**config.mk**
```make
export PLATFORM = sky130hd
export DESIGN_NAME = cram_seq
export DESIGN_NICKNAME = d
export VERILOG_FILES = /design/src/rtl/cram_seq.sv
export SDC_FILE = /design/constraint.sdc
export NUM_CORES = 1
export LEC_CHECK = 0
export CELL_PAD_IN_SITES_DETAIL_PLACEMENT = 0
export CELL_PAD_IN_SITES_GLOBAL_PLACEMENT = 2
export CORE_MARGIN = 8
export CORE_UTILIZATION = 30
export CTS_BUF_LIST = sky130_fd_sc_hd__clkbuf_4
export CTS_CLUSTER_DIAMETER = 80
export CTS_CLUSTER_SIZE = 16
export DETAILED_ROUTE_END_ITERATION = 8
export MAX_ROUTING_LAYER = met4
export PLACE_DENSITY = 0.92
export SETUP_SLACK_MARGIN = 0.5
export SYNTH_ARGS = -nofsm -noshare
export SYNTH_HDL_FRONTEND = slang
export SYNTH_SLANG_ARGS = --single-unit
```
**constraint.sdc**
```tcl
create_clock -name clk_i -period 3.9 [get_ports clk_i]
set_input_delay 0.975 -clock clk_i [delete_from_list [all_inputs] [get_ports clk_i]]
set_output_delay 0.975 -clock clk_i [all_outputs]
set_load 0.01 [all_outputs]
```
**src/rtl/cram_seq.sv**
```systemverilog
// cram_seq: macro-instruction sequencer feeding the compute-RAM array port.
// Expands vector commands (AND/OR/XOR/ADD/CPY/INV/ADDC) into bit-serial array
// instructions, LSB first, one per cycle. Host SRAM-mode reads and writes share
// the same port and are granted only while the sequencer is idle.
// Optional feature macro: CRAM_SEQ_CARRY_OUT_EN. When defined, ADD/ADDC append
// an STC op that stores the final carry in column (cmd_d_i - 1).
module cram_seq #(
  parameter int COL       = 256,
  parameter int WORD_SIZE = 32,
  parameter int ADDR_W    = 10,
  localparam int CW       = $clog2(COL)
) (
  input  logic                 clk_i,
  input  logic                 rst_ni,
  input  logic                 cmd_valid_i,
  output logic                 cmd_ready_o,
  input  logic [2:0]           cmd_op_i,
  input  logic [CW-1:0]        cmd_a_i,
  input  logic [CW-1:0]        cmd_b_i,
  input  logic [CW-1:0]        cmd_d_i,
  input  logic [5:0]           cmd_width_i,
  input  logic                 cmd_tag_i,
  output logic                 done_o,
  output logic                 busy_o,
  input  logic                 host_req_i,
  input  logic                 host_we_i,
  input  logic [ADDR_W-1:0]    host_addr_i,
  input  logic [WORD_SIZE-1:0] host_wdata_i,
  output logic                 host_gnt_o,
  output logic                 host_rvalid_o,
  output logic [WORD_SIZE-1:0] host_rdata_o,
  output logic [31:0]          inst_o,
  output logic                 we_o,
  output logic [ADDR_W-1:0]    addr_o,
  output logic [WORD_SIZE-1:0] wdata_o,
  input  logic [WORD_SIZE-1:0] rdata_i
);

  localparam logic [2:0] OP_ADD = 3'd3;
  localparam logic [2:0] OP_CPY = 3'd4;
  localparam logic [2:0] OP_INV = 3'd5;
  localparam logic [2:0] OP_NOP = 3'd7;

  localparam logic [3:0] OPC_AND = 4'd0;
  localparam logic [3:0] OPC_OR  = 4'd1;
  localparam logic [3:0] OPC_XOR = 4'd2;
  localparam logic [3:0] OPC_ADD = 4'd6;
  localparam logic [3:0] OPC_CPY = 4'd7;
  localparam logic [3:0] OPC_INV = 4'd8;
  localparam logic [3:0] OPC_STC = 4'd11;
  localparam logic [3:0] OPC_CC  = 4'd14;

  typedef enum logic [1:0] {ST_IDLE, ST_PRE, ST_RUN, ST_DRAIN} state_e;

  state_e               state_r, state_nxt_s;
  logic [5:0]           k_r, k_nxt_s;
  logic [2:0]           op_r;
  logic [CW-1:0]        a_r, b_r, d_r;
  logic [5:0]           width_r;
  logic                 tag_r;
  logic                 live_r;
  logic                 rd_pend_r;
  logic                 idle_s, cmd_fire_s, last_bit_s, run_end_s, stc_step_s;
  logic [31:0]          inst_nxt_s;
  logic                 we_nxt_s, rd_issue_s;
  logic [ADDR_W-1:0]    addr_nxt_s;
  logic [WORD_SIZE-1:0] wdata_nxt_s;
  logic [CW-1:0]        b_col_s;

  // Column of bit k for a field whose MSB sits at base; k = 0 is the LSB.
  function automatic logic [CW-1:0] col_at(input logic [CW-1:0] base,
                                           input logic [5:0] width,
                                           input logic [5:0] k);
    logic [5:0] off;
    off = width - 6'd1 - k;
    return base + CW'(off);
  endfunction

  // Macro opcode to array opcode; ADDC uses the plain bit-add without the carry clear.
  function automatic logic [3:0] array_opc(input logic [2:0] op);
    logic [3:0] opc;
    case (op)
      3'd0:       opc = OPC_AND;
      3'd1:       opc = OPC_OR;
      3'd2:       opc = OPC_XOR;
      3'd3, 3'd6: opc = OPC_ADD;
      3'd4:       opc = OPC_CPY;
      3'd5:       opc = OPC_INV;
      default:    opc = 4'd0;
    endcase
    return opc;
  endfunction

  assign idle_s      = (state_r == ST_IDLE);
  assign host_gnt_o  = live_r & idle_s & host_req_i;
  assign cmd_ready_o = live_r & idle_s & ~host_req_i;
  assign cmd_fire_s  = cmd_valid_i & cmd_ready_o;
  assign busy_o      = ~idle_s;
  assign done_o      = (state_r == ST_DRAIN);
  assign last_bit_s  = (k_r == (width_r - 6'd1));
  assign b_col_s     = ((op_r == OP_CPY) || (op_r == OP_INV)) ? {CW{1'b0}}
                                                             : col_at(b_r, width_r, k_r);

`ifdef CRAM_SEQ_CARRY_OUT_EN
  logic is_add_s;
  assign is_add_s   = (op_r == OP_ADD) || (op_r == 3'd6);
  assign stc_step_s = is_add_s & (k_r == width_r);
  assign run_end_s  = is_add_s ? stc_step_s : last_bit_s;
`else
  assign stc_step_s = 1'b0;
  assign run_end_s  = last_bit_s;
`endif

  // Keeps the command/host handshakes closed until the first clock after reset.
  always_ff @(posedge clk_i or negedge rst_ni) begin
    if (!rst_ni) live_r <= 1'b0;
    else         live_r <= 1'b1;
  end

  // State register and bit counter.
  always_ff @(posedge clk_i or negedge rst_ni) begin
    if (!rst_ni) begin
      state_r <= ST_IDLE;
      k_r     <= 6'd0;
    end else begin
      state_r <= state_nxt_s;
      k_r     <= k_nxt_s;
    end
  end

  // Next-state logic: decode on accept, walk the bits, always drain once.
  always_comb begin
    state_nxt_s = state_r;
    k_nxt_s     = k_r;
    case (state_r)
      ST_IDLE: begin
        if (cmd_fire_s) begin
          k_nxt_s = 6'd0;
          if ((cmd_op_i == OP_NOP) || (cmd_width_i == 6'd0)) state_nxt_s = ST_DRAIN;
          else if (cmd_op_i == OP_ADD)                       state_nxt_s = ST_PRE;
          else                                               state_nxt_s = ST_RUN;
        end else begin
          state_nxt_s = ST_IDLE;
        end
      end
      ST_PRE:   state_nxt_s = ST_RUN;
      ST_RUN: begin
        if (run_end_s) state_nxt_s = ST_DRAIN;
        else           k_nxt_s     = k_r + 6'd1;
      end
      ST_DRAIN: state_nxt_s = ST_IDLE;
      default:  state_nxt_s = ST_IDLE;
    endcase
  end

  // Next values of the registered array-side outputs.
  always_comb begin
    inst_nxt_s  = 32'd0;
    we_nxt_s    = 1'b0;
    rd_issue_s  = 1'b0;
    addr_nxt_s  = addr_o;
    wdata_nxt_s = wdata_o;
    case (state_r)
      ST_IDLE: begin
        if (host_gnt_o) begin
          addr_nxt_s = host_addr_i;
          if (host_we_i) begin
            we_nxt_s    = 1'b1;
            wdata_nxt_s = host_wdata_i;
          end else begin
            rd_issue_s = 1'b1;
          end
        end else begin
          inst_nxt_s = 32'd0;
        end
      end
      ST_PRE: inst_nxt_s = {4'b1000, OPC_CC, 24'd0};
      ST_RUN: begin
        if (stc_step_s) begin
          inst_nxt_s = {4'b1000, OPC_STC, {CW{1'b0}}, {CW{1'b0}}, d_r - {{(CW-1){1'b0}}, 1'b1}};
        end else begin
          inst_nxt_s = {1'b1, 2'b00, tag_r, array_opc(op_r), col_at(a_r, width_r, k_r),
                        b_col_s, col_at(d_r, width_r, k_r)};
        end
      end
      ST_DRAIN: inst_nxt_s = 32'd0;
      default:  inst_nxt_s = 32'd0;
    endcase
  end

  // Array-side output registers and the two-stage host read return path.
  always_ff @(posedge clk_i or negedge rst_ni) begin
    if (!rst_ni) begin
      inst_o        <= 32'd0;
      we_o          <= 1'b0;
      addr_o        <= {ADDR_W{1'b0}};
      wdata_o       <= {WORD_SIZE{1'b0}};
      rd_pend_r     <= 1'b0;
      host_rvalid_o <= 1'b0;
      host_rdata_o  <= {WORD_SIZE{1'b0}};
    end else begin
      inst_o        <= inst_nxt_s;
      we_o          <= we_nxt_s;
      addr_o        <= addr_nxt_s;
      wdata_o       <= wdata_nxt_s;
      rd_pend_r     <= rd_issue_s;
      host_rvalid_o <= rd_pend_r;
      if (rd_pend_r) host_rdata_o <= rdata_i;
    end
  end

  // Command fields captured on accept and held for the whole macro.
  always_ff @(posedge clk_i or negedge rst_ni) begin
    if (!rst_ni) begin
      op_r    <= 3'd0;
      a_r     <= {CW{1'b0}};
      b_r     <= {CW{1'b0}};
      d_r     <= {CW{1'b0}};
      width_r <= 6'd0;
      tag_r   <= 1'b0;
    end else if (cmd_fire_s) begin
      op_r    <= cmd_op_i;
      a_r     <= cmd_a_i;
      b_r     <= cmd_b_i;
      d_r     <= cmd_d_i;
      width_r <= cmd_width_i;
      tag_r   <= cmd_tag_i;
    end
  end

endmodule

```
# Word-level counts from Yosys, hierarchy flattened
# Index checks and enable logic that the tools add are counted.
[op_classes]
add_sub_neg = 6
eq_ne = 15
muxes = 17
bitwise_logic = 6
reduce_logical = 10
[op_table]
columns = ["op", "n"]
rows = [
  ["32-bit one-hot mux with 3 select lines", 1],
  ["8-bit by 6-bit adder with 8-bit output", 3],
  ["4-bit one-hot mux with 5 select lines", 1],
  ["3-bit == test, second input constant", 4],
  ["6-bit two-way mux", 2],
  ["6-bit one-hot mux with 2 select lines", 1],
  ["3-bit by 2-bit == test with 1-bit output, second input constant", 3],
  ["2-bit two-way mux", 4],
  ["8-bit two-way mux", 1],
  ["2-bit one-hot mux with 4 select lines", 1],
  ["6-bit by 1-bit adder with 6-bit output, second input constant", 1],
  ["6-bit == test", 1],
  ["6-bit logical NOT", 1],
  ["1-bit two-way mux", 6],
  ["3-bit AND reduction", 2],
  ["6-bit by 1-bit subtractor with 6-bit output, second input constant", 1],
  ["6-bit subtractor", 1],
  ["1-bit bitwise AND", 4],
  ["2-bit == test, second input constant", 2],
  ["2-bit != test, second input constant", 2],
  ["2-bit OR reduction", 2],
  ["3-bit by 1-bit == test with 1-bit output, second input constant", 1],
  ["2-bit by 1-bit == test with 1-bit output, second input constant", 1],
  ["2-bit logical NOT", 1],
  ["5 further kinds", 7],
]
[word_totals]
reg_bits = 152
input_bits = 113
out_inout_bits = 112
word_cells = 70

# Depth between registers and ports, before layout
# Gate-level depths: netlist (run 1).
[logic_depth]
ltp_word = 6
depth_mapped = 14
mapped_depth_nobuf = 14

# Least setup slack after synthesis (run 1)
# Ideal clock, no wire load.
[synth_path]
kind = "register to register"
startpoint = "register width_r[0]"
endpoint = "register inst_o[23]"
setup_ns = 0.132
t_arrival_ns = 2.632
required_ns = 3.768
path_slack_ns = 1.136
stages_incl_launch_ff = 14
synth_period_minus_slack_ns = 2.764
cell_sequence = "dfrtp_1 -> inv_1 -> ha_1 -> inv_1 -> ha_1 -> a21o_1 -> a21o_1 -> xor2_1 -> ha_1 -> o21ai_0 -> o21ai_0 -> o311ai_0 -> xor2_1 -> nor2_1"
[synth_via]
elab_chain_cells = 4
[synth_rtl]
columns = ["element", "line_no", "source"]
rows = [
  ["from (decl)", "59", "logic [5:0] width_r;"],
  ["from (signal assigned)", "226", "width_r <= cmd_width_i;"],
  ["6-bit by 1-bit subtractor with 6-bit output", "75", "off = width - 6'd1 - k;"],
  ["6-bit subtractor", "75", ""],
  ["8-bit by 6-bit adder with 8-bit output", "76", "return base + CW'(off);"],
  ["32-bit one-hot mux with 3 select lines", "163", "case (state_r)"],
  ["named net inst_nxt_s[23]", "64", "logic [31:0] inst_nxt_s;"],
  ["to (signal assigned)", "202", "inst_o <= inst_nxt_s;"],
  ["to (decl)", "32", "output logic [31:0] inst_o,"],
]
# The timed path passes the listed nets, and every way through them passes these cells. The select of a mux whose other input is x is not followed.
# A chain may end at the register's enable or synchronous reset.

# Worst setup path after layout (run 1)
[layout_path]
startpoint = "register width_r[0]"
endpoint = "register inst_o[22]"
# The elaborated chain is that of the path after synthesis.

==> impl_metrics.json, run 1 <==
{
  "min_path_type": "input pin to async pin",
  "outcome": "finished clean",
  "io_buffers": 222,
  "async_flop_share": 1.00,
  "start_util": 0.303,
  "fin_cells": 1063,
  "clock_path_buffers": 2,
  "worst_setup_path_end_kind": "register",
  "fp.coreArea_sq_mm": 0.0224,
  "fillCellCount": 2082,
  "drc": 0,
  "cts_hold_buf": 0,
  "leakagePower_uw": 0.00416,
  "crit_arrival_ns": 3.68,
  "synth_flop_cell": "dfrtp_1",
  "power_density_mw_per_mm2": 871,
  "gr-total-overflow": 0,
  "path_clk_slew_ns": 0.15,
  "synth_area_sq_mm": 0.00679,
  "drive_above_1_share": 0.202,
  "rows": 55,
  "cts_tree": "yes",
  "hold_viol": 0,
  "fmax_ghz": 0.312,
  "rsz0062_at_grt": "no",
  "nNetsFinal": 911,
  "area_growth_pct": 42.2,
  "cts_made_buffers": 17,
  "grt_pass1_wl_um": 29000,
  "routedWlPerCell_um": 17.1,
  "synth-seq-area-share": 0.553,
  "yosysWarnings": 0,
  "cts_sinks": 150,
  "insertion_delay_ns": 0.54,
  "die_w_um": 166,
  "cts_max_level": 4,
  "antenna_found_initial": 1,
  "cp_common_cell": "ha_1",
  "grt_pass1_vias": 4983,
  "wirelength_um": 18200,
  "hpwlAfterDp_um": 14100,
  "crit_chain": "inv_1 > ha_1 > inv_1 > ha_1 > a21o_1 > a21o_1 > a31oi_1 > xnor2_1 > ha_1 > or3_1 > or3_1 > nand3_1",
  "dp.cells": 1030,
  "maxSlewHeadroom": 0.358,
  "ys_ff_latch": 150,
  "required_ns": 4.38,
  "ys_types": 52,
  "grt_usage": 0.138,
  "avgSynthCellArea_sq_um": 12.7,
  "io_pins": 225,
  "ir_worst_vdd_mv": 0.334,
  "final.setup.tns_ns": 0,
  "critical_path.max_fanout": 6,
  "die_area_sq_mm": 0.0277,
  "synth_cells": 534,
  "path_class": "register to register",
  "post_drt_via_cell_ratio": 4.59,
  "num_vias": 4877,
  "cp_slowest_stage_delay_ns": 0.46,
  "grt_max_degree": 48,
  "worst_pin_slew_ns": 0.964,
  "routabilityCongestion": 0.808,
  "ant_nets": 0,
  "crit_path_top_delay_cell": "dfrtp_1",
  "final-setup-viol-count": 0,
  "drt_iter0_markers": 273,
  "drt_pass1_iterations": 6,
  "period_needed_ns": 3.20,
  "slew_violations": 0,
  "finClkSkew_ns": 0.0271,
  "die_h_um": 166,
  "critPathLaunchType": "register",
  "fin_crit_sh": 0.821,
  "synth_edf_count": 0,
  "cts-root-buf": "clkbuf_4",
  "cap_violations": 0
}
==> logic make-up (layout without fill, tap and decap cells) <==
logic type / Yosys count / after routing / share of synthesized area
fa+ha+maj: 34 / 34 / 0.0670
flops: 150 / 150 / 0.553
other cells: 2 / 4 / 0.00111
buf+inv: 49 / 291 / 0.0300
mux: 111 / 111 / 0.183
simple gates: 101 / 101 / 0.0775
xor+xnor: 16 / 16 / 0.0206
compound gates: 71 / 71 / 0.0676
==> through the flow <==
step | cell area (sq um) | hold WS (ns) | setup slack [ns] | power [uW] | util
after detailed placement | 9360 | 0.488 | 0.693 | 7500 | 0.417
after floorplan | 6800 | 0.352 | 1.14 | 5600 | -
after global placement | 9360 | 0.467 | 0.755 | 7460 | 0.417
after CTS | 9650 | 0.295 | 0.668 | 8510 | 0.430
after global routing | 9660 | 0.307 | 0.491 | 9160 | 0.431
final | 9660 | 0.335 | 0.699 | 8420 | 0.431
==> registers in the layout, summed over array words and instances, names as in the netlist, 3 cells and up <==
| signal | flops |
|---|---|
| a_r | 8 |
| addr_o | 10 |
| d_r | 8 |
| host_rdata_o | 32 |
| width_r | 6 |
| op_r | 3 |
| k_r | 6 |
| wdata_o | 32 |
| inst_o | 30 |
| b_r | 8 |
==> cells in the mapped netlist (2+ instances only) <==
cell type / count / area [sq um]
buf_4: 2 / 15.0
a21o_1: 8 / 60.1
o21ai_0: 19 / 95.1
a21boi_0: 5 / 37.5
xnor2_1: 7 / 61.3
inv_1: 28 / 105
nor3b_1: 3 / 22.5
buf_2: 4 / 20.0
dfrtp_1: 150 / 3750
and2_1: 5 / 31.3
and3_1: 3 / 18.8
o211ai_1: 2 / 15.0
a211oi_1: 5 / 37.5
mux2i_1: 3 / 30.0
nand2b_1: 4 / 25.0
a31oi_1: 2 / 12.5
a41o_1: 2 / 20.0
a21oi_1: 15 / 75.1
nand2_1: 19 / 71.3
buf_1: 7 / 26.3
conb_1: 2 / 7.51
mux2_2: 108 / 1220
nor2b_1: 10 / 62.6
or3_1: 4 / 25.0
clkbuf_1: 7 / 26.3
nor4_1: 4 / 25.0
nor2_1: 22 / 82.6
nand4b_1: 2 / 17.5
o311ai_0: 2 / 17.5
nor3_1: 9 / 45.0
nand3_1: 10 / 50.1
xor2_1: 9 / 78.8
fa_1: 4 / 80.1
ha_1: 30 / 375
==> worst max-delay path, delay by kind of cell (launching register included) <==
| kind | cells | cell delay (ns) |
|---|---|---|
| AO/OA/AOI/OAI | 3 | 0.62 |
| AND/OR/NAND/NOR | 3 | 0.73 |
| XOR/XNOR | 1 | 0.26 |
| flip-flops | 1 | 0.46 |
| buffers and inverters | 2 | 0.17 |
| adder cells (fa/ha/maj) | 3 | 0.89 |
==> final timing paths <==
kind                            cells after the start                   start  slack, ns              endpoint
max in group asynchronous                           2                  rst_ni       2.77  inst_o[26]$_DFF_PN0_
worst max register to register                     12  width_r[0]$_DFFE_PN0P_       0.70  inst_o[22]$_DFF_PN0_
worst min-delay path                                1                  rst_ni       0.33    d_r[3]$_DFFE_PN0P_
worst max-delay path                               12  width_r[0]$_DFFE_PN0P_       0.70  inst_o[22]$_DFF_PN0_
worst min register to register                      1     op_r[1]$_DFFE_PN0P_       0.51  inst_o[24]$_DFF_PN0_
min in group clk_i                                  1     op_r[1]$_DFFE_PN0P_       0.51  inst_o[24]$_DFF_PN0_
==> report_power, final <==
part	switching [uW]	internal [uW]	total, uW	leakage [uW]
logic	2370	2500	4870	0.00214
clock network	634	344	978	0.000153
registers	380	2190	2570	0.00187
==> layout by cell type (no fill, tap or decap), types with 4 or more instances in the layout <==
cell             count
a211oi_1             5
nor2_1              22
a21oi_1             15
clkdlybuf4s50_1    221
nand3_1             10
inv_6                4
nor4_1               4
clkbuf_4            17
xnor2_1              7
ha_1                30
and2_1               5
nand2_1             19
inv_1               28
nor2b_1             10
buf_4                8
o21ai_0             19
a21o_1               8
mux2_2             108
a21boi_0             5
or3_1                4
dfrtp_1            150
fa_1                 4
nor3_1               9
xor2_1               8
nand2b_1             4
==> timing repair <==
| item | 4_1_cts | 5_1_grt |
|---|---|---|
| gates resized for setup | 0 | 2 |
| setup buffers | 0 | 0 |
| setup endpoints to repair | 0 | 2 |
==> per-layer routing <==
| metal | global-route usage | vias up | wire length (um) |
|---|---|---|---|
| met5 | - | - | 0 |
| met3 | 0.0350 | 16 | 1010 |
| li1 | - | 2340 | - |
| met2 | 0.229 | 142 | 9230 |
| met1 | 0.162 | 2379 | 7660 |
| met4 | 0.0466 | 0 | 274 |
==> final cells by class <==
class | count | area (sq um) | area share
multi-input combinational | 336 | 2850 | 0.295
inverter | 28 | 105 | 0.0109
sequential | 150 | 3750 | 0.389
tap | 285 | 357 | 0.0369
clock inverter | 15 | 166 | 0.0172
antenna | 1 | 2.50 | 0.000259
timing repair buffer | 231 | 2300 | 0.238
clock buffer | 17 | 128 | 0.0132
Power figures use the tool's default switching activity.
==> inputs of run 2 (changes only) <==
--- a/config.mk
+++ b/config.mk
@@ -8,13 +8,13 @@
 export CELL_PAD_IN_SITES_DETAIL_PLACEMENT = 0
 export CELL_PAD_IN_SITES_GLOBAL_PLACEMENT = 2
 export CORE_MARGIN = 8
-export CORE_UTILIZATION = 30
+export CORE_UTILIZATION = 27
 export CTS_BUF_LIST = sky130_fd_sc_hd__clkbuf_4
 export CTS_CLUSTER_DIAMETER = 80
 export CTS_CLUSTER_SIZE = 16
 export DETAILED_ROUTE_END_ITERATION = 8
 export MAX_ROUTING_LAYER = met4
-export PLACE_DENSITY = 0.92
+export PLACE_DENSITY = 0.88
 export SETUP_SLACK_MARGIN = 0.5
 export SYNTH_ARGS = -nofsm -noshare
 export SYNTH_HDL_FRONTEND = slang
==> constraint.sdc (replaced) <==
create_clock -name clk_i -period 2.7 [get_ports clk_i]
set_input_delay 0.675 -clock clk_i [delete_from_list [all_inputs] [get_ports clk_i]]
set_output_delay 0.675 -clock clk_i [all_outputs]
set_load 0.01 [all_outputs]
==> impl_metrics.json, run 2 (synthesized netlist as in run 1, its figures left out) <==
{
  "outcome": "finished with violations",
  "violations": "negative setup slack",
  "post_drt_via_cell_ratio": 4.43,
  "final-setup-viol-count": 5,
  "grt_usage": 0.130,
  "min_path_type": "input pin to async pin",
  "io_pins": 225,
  "cts_max_level": 4,
  "path_clk_slew_ns": 0.16,
  "fmax_ghz": 0.361,
  "hpwlAfterDp_um": 14800,
  "grt_pass1_wl_um": 30200,
  "drc": 0,
  "cts_made_buffers": 17,
  "fp.coreArea_sq_mm": 0.0250,
  "fillCellCount": 2356,
  "grt_pass1_vias": 5323,
  "wl_met1_um": 8300,
  "cts-root-buf": "clkbuf_4",
  "rsz0062_at_grt": "yes",
  "insertion_delay_ns": 0.56,
  "regArea_sq_mm": 0.00375,
  "reg2reg_slack_ns": -0.07,
  "ant_nets": 0,
  "io_buffers": 222,
  "wl_met3_um": 875,
  "drive_above_1_share": 0.331,
  "maxSlewHeadroom": 0.662,
  "cts_tree": "yes",
  "period_needed_ns": 2.77,
  "cap_violations": 0,
  "slew_violations": 0,
  "die_h_um": 175,
  "routedWlPerCell_um": 17.3,
  "num_vias": 5060,
  "wirelength_um": 19700,
  "routabilityCongestion": 0.786,
  "cts_hold_buf": 0,
  "drt_pass1_iterations": 4,
  "antenna_found_initial": 1,
  "wl_met2_um": 10300,
  "fin_crit_sh": 1.03,
  "whs_ns": 0.0596,
  "die_w_um": 175,
  "clock_path_buffers": 2,
  "fin_ws_ns": -0.0715,
  "layout_common_cells": "149 x dfrtp_1, 124 x clkdlybuf4s50_1, 108 x mux2_2",
  "finClkSkew_ns": 0.0311,
  "final.setup.tns_ns": -0.170,
  "critical_path.max_fanout": 5,
  "worst_pin_slew_ns": 0.507,
  "area_growth_pct": 55.2,
  "hold_viol": 0,
  "critPathLaunchType": "register",
  "nNetsFinal": 944,
  "leakagePower_uw": 0.00495,
  "largestRegisters": "host_rdata_o: 32 flops, wdata_o: 32 flops, inst_o: 30 flops",
  "die_area_sq_mm": 0.0305,
  "rows": 58,
  "ir_worst_vdd_mv": 0.646,
  "grt_max_degree": 51,
  "highest_layer": "met4",
  "start_util": 0.272,
  "required_ns": 3.15,
  "final_common_cell": "dfrtp_1",
  "crit_arrival_ns": 3.22,
  "worst_setup_path_end_kind": "register",
  "gr-total-overflow": 0,
  "cts_sinks": 150,
  "drt_iter0_markers": 178,
  "multi_input_area_sq_mm": 0.00338,
  "path_class": "register to register",
  "power_density_mw_per_mm2": 1430
}
## run 2: cell types whose count changed in the layout (fill, tap and decap cells not counted), moves of 5 or more
cell	previous run	this run
dlymetal6s2s_1	0	35
ha_4	0	17
inv_1	28	20
dlygate4sd2_1	0	58
o21ai_2	1	7
a21oi_1	15	10
nor3_2	1	6
clkdlybuf4s50_1	221	124
ha_1	30	11
o21ai_0	19	7
buf_6	1	7
buf_4	8	34
nor3_1	9	4
## run 2: metal layers
metal / global-route usage / vias to the layer above
li1: - / 2410
met1: 0.149 / 2515
met2: 0.223 / 121
met3: 0.0328 / 14
met4: 0.0378 / 0
met5: - / -
## run 2: critical path: stages (launching register included)
cell and delay, ns:
dfrtp_2 0.43, inv_2 0.06, ha_4 0.27, inv_4 0.04, fa_2 0.38, a21o_1 0.23, a21oi_4 0.18, xnor2_4 0.18
ha_4 0.31, nand2_2 0.05, o211ai_1 0.21, a21oi_1 0.10, a31o_2 0.22
## run 2: final timing paths
check	cells after the start	end	start
min	1	op_r[1]$_DFFE_PN0P_	rst_ni
max	12	inst_o[15]$_DFF_PN0_	width_r[0]$_DFFE_PN0P_
min reg2reg	1	inst_o[28]$_DFF_PN0_	tag_r$_DFFE_PN0P_
max in group asynchronous	2	k_r[0]$_DFFE_PN0P_	rst_ni
max reg2reg	12	inst_o[15]$_DFF_PN0_	width_r[0]$_DFFE_PN0P_
min in group clk_i	1	inst_o[28]$_DFF_PN0_	tag_r$_DFFE_PN0P_
## run 2: repair_timing
action | CTS | global route
gates cloned | 0 | 0
setup endpoints to repair | 83 | 66
pin swaps | 8 | 32
resized for setup | 106 | 97
buffers inserted | 7 | 6
## run 2: where the power goes
group | internal, uW | switching (uW)
registers | 3160 | 568
logic | 5300 | 4770
clock network | 382 | 906
## run 2: cell type report
type / count / share of cell area
antenna: 1 / 0.000237
multi-input combinational: 336 / 0.320
tap: 330 / 0.0392
clock buffer: 17 / 0.0121
sequential: 150 / 0.356
clock inverter: 15 / 0.0115
timing repair buffer: 264 / 0.249
inverter: 28 / 0.0119
## run 2: metrics by stage
stage	util	instance area [sq um]	cells	power (uW)	worst slack, ns
finish	0.422	10500	1141	15100	-0.0715
global route	0.422	10500	1141	16300	-0.198
CTS	0.403	10100	1134	13400	-0.115
detailed placement	0.388	9680	1095	11600	-0.312
global placement	0.388	9680	1095	11500	-0.253
floorplan	-	6890	535	8460	0.127
